$ cat src/rtl/rj_mem_pkg.sv
// Shared types and helpers for the Rj coefficient store.
package rj_mem_pkg;

  typedef enum logic [1:0] {
    IDLE,
    LOAD,
    READY
  } rj_load_state_t;

  function automatic int unsigned rj_width(input int unsigned n);
    return (n > 1) ? $clog2(n) : 1;
  endfunction

  // Even parity bit; callers zero-extend their word to 64 bits.
  function automatic logic rj_parity(input logic [63:0] d);
    return ^d;
  endfunction

endpackage

$ cat src/rtl/rj_load_ctrl.sv
// Bulk-load sequencer for rj_mem_bank: IDLE/LOAD/READY FSM, load pointers and word count.
// Emits the effective write strobe, channel and address for the storage array.
module rj_load_ctrl
  import rj_mem_pkg::*;
#(
  parameter int unsigned NUM_CH = 2,
  parameter int unsigned DEPTH  = 16,
  parameter int unsigned CH_W   = 1,
  parameter int unsigned ADDR_W = 4
) (
  input  logic                     clk_i,
  input  logic                     rst_i,
  input  logic                     frame_i,
  input  logic                     load_en_i,
  input  logic                     wr_en_i,
  input  logic [CH_W-1:0]          wr_ch_i,
  input  logic [ADDR_W-1:0]        wr_addr_i,
  output logic                     we_o,
  output logic [CH_W-1:0]          we_ch_o,
  output logic [ADDR_W-1:0]        we_addr_o,
  output logic                     load_done_o,
  output logic [CH_W+ADDR_W:0]     load_cnt_o
);

  localparam int unsigned          CNT_W     = CH_W + ADDR_W + 1;
  localparam logic [CH_W-1:0]      LAST_CH   = CH_W'(NUM_CH - 1);
  localparam logic [ADDR_W-1:0]    LAST_WORD = ADDR_W'(DEPTH - 1);

  rj_load_state_t      state_q, state_d;
  logic [CH_W-1:0]     ch_ptr_q, ch_ptr_d;
  logic [ADDR_W-1:0]   word_ptr_q, word_ptr_d;
  logic [CNT_W-1:0]    cnt_q, cnt_d;
  logic                done_q, done_d;

  always_ff @(negedge clk_i) begin
    if (rst_i) begin
      state_q    <= IDLE;
      ch_ptr_q   <= '0;
      word_ptr_q <= '0;
      cnt_q      <= '0;
      done_q     <= 1'b0;
    end else begin
      state_q    <= state_d;
      ch_ptr_q   <= ch_ptr_d;
      word_ptr_q <= word_ptr_d;
      cnt_q      <= cnt_d;
      done_q     <= done_d;
    end
  end

  always_comb begin
    state_d    = state_q;
    ch_ptr_d   = ch_ptr_q;
    word_ptr_d = word_ptr_q;
    cnt_d      = cnt_q;
    done_d     = done_q;
    we_o       = 1'b0;
    we_ch_o    = wr_ch_i;
    we_addr_o  = wr_addr_i;
    // load_en from any state (re)starts the load and suppresses that edge's write
    if (load_en_i) begin
      state_d    = LOAD;
      ch_ptr_d   = '0;
      word_ptr_d = '0;
      cnt_d      = '0;
      done_d     = 1'b0;
    end else begin
      unique case (state_q)
        LOAD: begin
          if (wr_en_i && frame_i) begin
            we_o      = 1'b1;
            we_ch_o   = ch_ptr_q;
            we_addr_o = word_ptr_q;
            cnt_d     = cnt_q + CNT_W'(1);
            if (word_ptr_q == LAST_WORD) begin
              word_ptr_d = '0;
              if (ch_ptr_q == LAST_CH) begin
                state_d = READY;
                done_d  = 1'b1;
              end else begin
                ch_ptr_d = ch_ptr_q + CH_W'(1);
              end
            end else begin
              word_ptr_d = word_ptr_q + ADDR_W'(1);
            end
          end
        end
        READY: begin
          we_o = wr_en_i && frame_i;
        end
        default: ;
      endcase
    end
    if (rst_i) we_o = 1'b0;
  end

  assign load_done_o = done_q;
  assign load_cnt_o  = cnt_q;

endmodule

$ cat src/rtl/rj_mem_bank.sv
// Multi-channel Rj coefficient store: storage array, registered read port with write-first bypass.
// Optional stored even parity and par_err output when RJ_MEM_PARITY_EN is defined.
module rj_mem_bank
  import rj_mem_pkg::*;
#(
  parameter int unsigned DATA_W = 16,
  parameter int unsigned DEPTH  = 16,
  parameter int unsigned NUM_CH = 2,
  parameter int unsigned ADDR_W = rj_width(DEPTH),
  parameter int unsigned CH_W   = rj_width(NUM_CH)
) (
  input  logic                 Sclk,
  input  logic                 Reset,
  input  logic                 Frame,
  input  logic                 load_en,
  input  logic                 wr_en,
  input  logic [CH_W-1:0]      wr_ch,
  input  logic [ADDR_W-1:0]    wr_addr,
  input  logic [DATA_W-1:0]    data_in,
  input  logic                 rd_en,
  input  logic [CH_W-1:0]      rd_ch,
  input  logic [ADDR_W-1:0]    rd_addr,
  output logic [DATA_W-1:0]    Rj,
  output logic                 rd_valid,
  output logic                 load_done,
  output logic [CH_W+ADDR_W:0] load_cnt
`ifdef RJ_MEM_PARITY_EN
  ,
  output logic                 par_err
`endif
);

  logic [DATA_W-1:0] mem [NUM_CH][DEPTH];
  logic              we;
  logic [CH_W-1:0]   we_ch;
  logic [ADDR_W-1:0] we_addr;
  logic              wr_hit;
  logic              rd_in_rng;
  logic [DATA_W-1:0] rj_q, rj_d;
  logic              vld_q, vld_d;

  rj_load_ctrl #(
    .NUM_CH (NUM_CH),
    .DEPTH  (DEPTH),
    .CH_W   (CH_W),
    .ADDR_W (ADDR_W)
  ) u_ctrl (
    .clk_i       (Sclk),
    .rst_i       (Reset),
    .frame_i     (Frame),
    .load_en_i   (load_en),
    .wr_en_i     (wr_en),
    .wr_ch_i     (wr_ch),
    .wr_addr_i   (wr_addr),
    .we_o        (we),
    .we_ch_o     (we_ch),
    .we_addr_o   (we_addr),
    .load_done_o (load_done),
    .load_cnt_o  (load_cnt)
  );

  // Non-power-of-two NUM_CH/DEPTH leave unused codes; those writes are dropped
  assign wr_hit = we
               && ({1'b0, we_ch}   < (CH_W+1)'(NUM_CH))
               && ({1'b0, we_addr} < (ADDR_W+1)'(DEPTH));
  assign rd_in_rng = ({1'b0, rd_ch}   < (CH_W+1)'(NUM_CH))
                  && ({1'b0, rd_addr} < (ADDR_W+1)'(DEPTH));

  always_ff @(negedge Sclk) begin
    if (wr_hit) mem[we_ch][we_addr] <= data_in;
  end

`ifdef RJ_MEM_PARITY_EN
  logic par_mem [NUM_CH][DEPTH];
  logic perr_q, perr_d;

  always_ff @(negedge Sclk) begin
    if (wr_hit) par_mem[we_ch][we_addr] <= rj_parity(64'(data_in));
  end
`endif

  always_comb begin
    rj_d  = '0;
    vld_d = 1'b0;
`ifdef RJ_MEM_PARITY_EN
    perr_d = 1'b0;
`endif
    if (rd_en) begin
      vld_d = 1'b1;
      if (rd_in_rng) begin
        if (wr_hit && (we_ch == rd_ch) && (we_addr == rd_addr)) begin
          rj_d = data_in;
        end else begin
          rj_d = mem[rd_ch][rd_addr];
`ifdef RJ_MEM_PARITY_EN
          perr_d = par_mem[rd_ch][rd_addr] != rj_parity(64'(mem[rd_ch][rd_addr]));
`endif
        end
      end
    end
  end

  always_ff @(negedge Sclk) begin
    if (Reset) begin
      rj_q  <= '0;
      vld_q <= 1'b0;
`ifdef RJ_MEM_PARITY_EN
      perr_q <= 1'b0;
`endif
    end else begin
      rj_q  <= rj_d;
      vld_q <= vld_d;
`ifdef RJ_MEM_PARITY_EN
      perr_q <= perr_d;
`endif
    end
  end

  assign Rj       = rj_q;
  assign rd_valid = vld_q;
`ifdef RJ_MEM_PARITY_EN
  assign par_err  = perr_q;
`endif

endmodule

$ cat config.mk
export PLATFORM = sky130hd
export DESIGN_NAME = rj_mem_bank
export DESIGN_NICKNAME = d
export VERILOG_FILES = /design/src/rtl/rj_mem_pkg.sv /design/src/rtl/rj_load_ctrl.sv /design/src/rtl/rj_mem_bank.sv
export SDC_FILE = /design/constraint.sdc
export NUM_CORES = 1
export LEC_CHECK = 0
export CAP_MARGIN = 20
export CORE_ASPECT_RATIO = 0.9
export CORE_MARGIN = 10
export CORE_UTILIZATION = 61
export CTS_CLUSTER_DIAMETER = 40
export DETAILED_ROUTE_END_ITERATION = 6
export GPL_ROUTABILITY_DRIVEN = 1
export PLACE_DENSITY = 0.78
export SLEW_MARGIN = 5
export SYNTH_ARGS = -nofsm -noshare
export SYNTH_HDL_FRONTEND = slang
export SYNTH_SLANG_ARGS = --single-unit
$ cat constraint.sdc
create_clock -name Sclk -period 4 [get_ports Sclk]
set_input_delay 0.6 -clock Sclk [delete_from_list [all_inputs] [get_ports Sclk]]
set_output_delay 0.6 -clock Sclk [all_outputs]
set_load 0.1 [all_outputs]
# Yosys cells after proc, flatten, opt, wreduce, memory -nomap -nowiden
# Memories as Yosys holds them, arrays and structs flattened.
# Cells that the tools add are included.
dict set report word_totals {
  ram_bits 512
  register_bits 30
  word_cells 62
  inputBits 32
  output_inout_bits 24
  n_memories 1
}
# memory words word_bits rd rd_clocked_by_memory_dff wr line_no
set memory_table {}
lappend memory_table {mem 2 256 1 0 1 rj_mem_bank.sv:33} ;# logic [DATA_W-1:0] mem [NUM_CH][DEPTH];
dict set report op_classes {
  addsub 3
  n_reduce_logical 14
  n_bitwise 3
  magnitude_cmp 3
  eq_ne 5
  muxes 26
}
# cell count
set ops {}
lappend ops {{256-bit two-way mux} 1}
lappend ops {{16-bit binary-select mux with 4-bit select} 1}
lappend ops {{16-bit demux with 4-bit select} 1}
lappend ops {{16-bit two-way mux} 4}
lappend ops {{4-bit two-way mux} 4}
lappend ops {{1-bit two-way mux} 14}
lappend ops {{5-bit greater-or-equal comparator (second input constant)} 2}
lappend ops {{4-bit inverter with 5-bit output} 2}
lappend ops {{4-bit AND reduction} 2}
lappend ops {{2-bit nonzero test} 4}
lappend ops {{6-bit by 1-bit adder with 6-bit output (second input constant)} 1}
lappend ops {{5-bit by 1-bit less-than comparator with 1-bit output (second input constant)} 1}
lappend ops {{4-bit by 1-bit adder with 4-bit output (second input constant)} 1}
lappend ops {{4-bit equality test} 1}
lappend ops {{4-bit equality test (second input constant)} 1}
lappend ops {{1-bit logical AND} 4}
lappend ops {{2-bit OR reduction} 2}
lappend ops {{3-bit AND reduction} 1}
lappend ops {{2-bit by 1-bit equality test with 1-bit output (second input constant)} 1}
lappend ops {{2-bit equality test (second input constant)} 1}
lappend ops {{1-bit case mux with 2 select lines} 1}
lappend ops {{2-bit AND reduction} 1}
lappend ops {{1-bit adder (second input constant)} 1}
lappend ops {{1-bit equality test} 1}
lappend ops {{1-bit inverter} 1}

# Logic depth before layout (Yosys ltp)
dict set report logic_depth {
  depth_word 10
  ltp_mapped 10
  depth_no_buf 7
}

# Modules after synthesis
# From an unflattened synthesis, not the netlist that was laid out.
dict set report hier_totals {
  cells_unflattened 1231
  area_unflattened_um2 21249.1
}
# mod cells_per_inst seq_area_each_um2 n_inst area_each_um2
set by_module_without_submodules {}
lappend by_module_without_submodules {rj_mem_bank 1159 15715.1 1 20598.5}
lappend by_module_without_submodules {rj_load_ctrl 72 260.2 1 650.6}

==> out/qor.txt <==
Status = finished with violations
Failing checks = DRC, setup timing
CTS Root Cell = clkbuf_16
Crit path buf inv count = 4
Slew @ Worst Pin = 0.670 ns
Fin nets = 2035
Num rows = 65
Count leader, synth = edfxtp_1
Crit-path max FO = 14
Setup ws final = -0.205 ns
Antenna Nets Post-Route = 0
Clock transition at path regs = 0.05 ns
DRC violations left = 2
Rel. slew slack = 55.4%
Area leader, netlist = edfxtp_1
Synth top area cells = edfxtp_1, mux4_2, mux2i_1, dfxtp_1, mux2_2
DRT Wirelength = 77300 um
TritonCTS Buffers = 59
Worst setup EP type = flip-flop
Pin count of the biggest net entering global routing = 34
Slew Viols, Final = 0
Clock tree buffer depth = 3
WP data arrival = 2.79 ns
Post-Syn Instances = 1187
Utilization after layout = 85.6%
CTS tree = yes
DPL Wire Length = 38200 um
Global-route usage over all layers = 33.1%
Top cells by count, synth = edfxtp_1, mux2i_1, mux4_2
Static Leak = 0.0123 uW
Initial antenna violation count = 4
Number of global-route vias before repair = 17577
Post-synth EDFFs = 512
Top Ports = 56
WP data required = 2.59 ns
Layout cell share with drive strength beyond 1 = 27.9%
Asr flop ratio synth = 0%
Mean post-synth cell area = 18.3 sq um
Setup slack at placement = -1.04 ns
Ys flop type = edfxtp_1
Syn nets = 1222
Post-Synthesis Cell Area = 0.0217 sq mm
Flops & latches, synth = 542
Die width = 219 um
Final Hold Vio Count = 0
DRT iter0 DRCs = 2968
Fill count = 1341
GP Congestion = 0.983
Power Density = 537 mW/mm^2
Die Height = 199 um
CP startpoint kind = input port
H-tree levels = 2
Final setup viols = 129
Initial Util = 61.9%
Yosys warns = 0
Fin Hold WS = 0.577 ns
Area of the multi-input gates = 0.00592 sq mm
Area share of the largest cell type after synthesis = 70.9%
Worst-path cell with the longest stage delay = o32ai_1
Wire per inst = 30.7 um
Seq/Total Area, Yosys = 73.7%
Hold WC Path Type = reg -> reg
Via count = 16533
Clock Latency Late Sink = 0.85 ns
P&R area growth vs syn = 38.3%
First-pass GRT wire length = 105000 um
Drt pass-1 iters = 7
Hold Buf Count CTS = 0
# clock sinks = 542
Vias per cell = 6.57
Critical path's top delay family = compound AO/OA/AOI/OAI gates
Crit-path cells = buf_2, buf_4, nand2_1, buf_4, buf_4, o21ai_0, o32ai_1, o21ai_0, o21ai_1
RSZ-0062 raised after global routing = true
Synth cell types = 56
Crit Path Class = in -> reg
Max_cap viols = 0
Antenna Cells = 0
PortBufs = 55
Die area = 0.0435 sq mm
Peak VDD IR = 600 uV
Core ar. = 0.0351 sq mm
Storage cell area = 0.0160 sq mm
Clock skew = 0.203 ns
Cell repeated most along the worst path = buf_4
Max incr delay on CP = 0.56 ns
GRT overflow = 0
==> what timing repair did <==
action                                  in CTS  in global routing
endpoints found under the setup margin     528                411
resized for setup                           61                 42
buffers inserted                            10                  1
hold endpoints to repair                     0                  0
gates cloned                                 2                  3
pin swaps                                   11                 13
==> cells in the final DEF (no fill, tap or decap), drive strengths merged, types with 4 or more instances in the layout <==
master         count
o22ai             16
nand3              8
and3               4
nand2             31
bufinv            11
clkinvlp           9
buf              255
o21ai             22
nor2              57
clkdlybuf4s50     20
clkbuf            66
a2111oi           10
xor2               7
nor4               6
a22oi             22
edfxtp           512
mux4              65
nor3               7
or2                4
o221ai            10
mux2i             88
inv              571
a2bb2oi            7
a31oi              5
dfxtp             30
clkinv             5
mux2              46
o41ai             11
o31ai             12
a221oi             9
nor2b             28
a221o              7
xnor2              4
a21oi             26
a211oi            12
nand2b            16
==> path summary, 6_finish.rpt <==
check | startpoint | endpoint | slack [ns] | cells past startpoint
worst max-delay path | rd_addr[1] | Rj[10] | -0.21 | 9
worst min-delay path | u_ctrl.load_cnt_o[1] | u_ctrl.load_cnt_o[1] | 0.58 | 2
worst max register to register | u_ctrl.load_done_o | Rj[14] | 1.13 | 9
worst min register to register | u_ctrl.load_cnt_o[1] | u_ctrl.load_cnt_o[1] | 0.58 | 2
==> logic make-up after synthesis <==
family	count (synthesis)	synth area share [%]
compound gates	173	6.17
xor+xnor	11	0.444
fa+ha+maj	3	0.173
buf+inv	80	2.11
flops	542	73.7
mux	199	13.2
simple gates	179	4.24
==> through the flow <==
step	instances	TNS (ns)	power [uW]	cell area (sq um)
2_1_floorplan	1187	-268.46	7580	22000
3_3_place_gp	1855	-462.58	8020	25300
3_5_place_dp	1855	-469.28	8040	25300
4_1_cts	2516	-0.00300	15700	29800
5_1_grt	2517	-4.45	16600	30000
6_report	2517	-4.82	16100	30000
==> routing by layer <==
metal	global-route usage, %	share of wire (%)	up-vias
li1	-	-	6462
met3	13.2	14	477
met2	52.4	47	1742
met5	0	0.012	-
met1	35.9	31	7850
met4	23.8	7.5	2
==> sequential cells by signal, summed over array words and instances (netlist names) <==
register,flops
Rj,16
u_ctrl.load_cnt_o,6
u_ctrl.ch_ptr_q,1
mem,512
rd_valid,1
u_ctrl.state_q,1
u_ctrl.word_ptr_q,4
u_ctrl.load_done_o,1
==> report_power, final <==
part	total, uW	internal, uW	switching, uW
logic	1040	390	650
registers	6260	6250	17.4
clock network	8810	4260	4540
total	16100	10900	5210
==> worst register-to-register path, cell delays in order (launching register included) <==
cell and delay (ns):
dfxtp_1 0.34, inv_1 0.11, ha_1 0.32, and4b_4 0.34
buf_6 0.21, mux2i_4 0.27, nand4_1 0.19, or3_4 0.50
buf_12 0.17, a21oi_2 0.34
==> cell type report <==
| class | count | area share (%) |
|---|---|---|
| clock inverter | 590 | 8.75 |
| multi-input combinational | 565 | 19.7 |
| inverter | 6 | 0.0751 |
| sequential | 542 | 53.3 |
| timing repair buffer | 284 | 11.1 |
| tap | 469 | 1.96 |
| clock buffer | 61 | 5.09 |
Note: power is estimated with default switching activity, not from simulation.
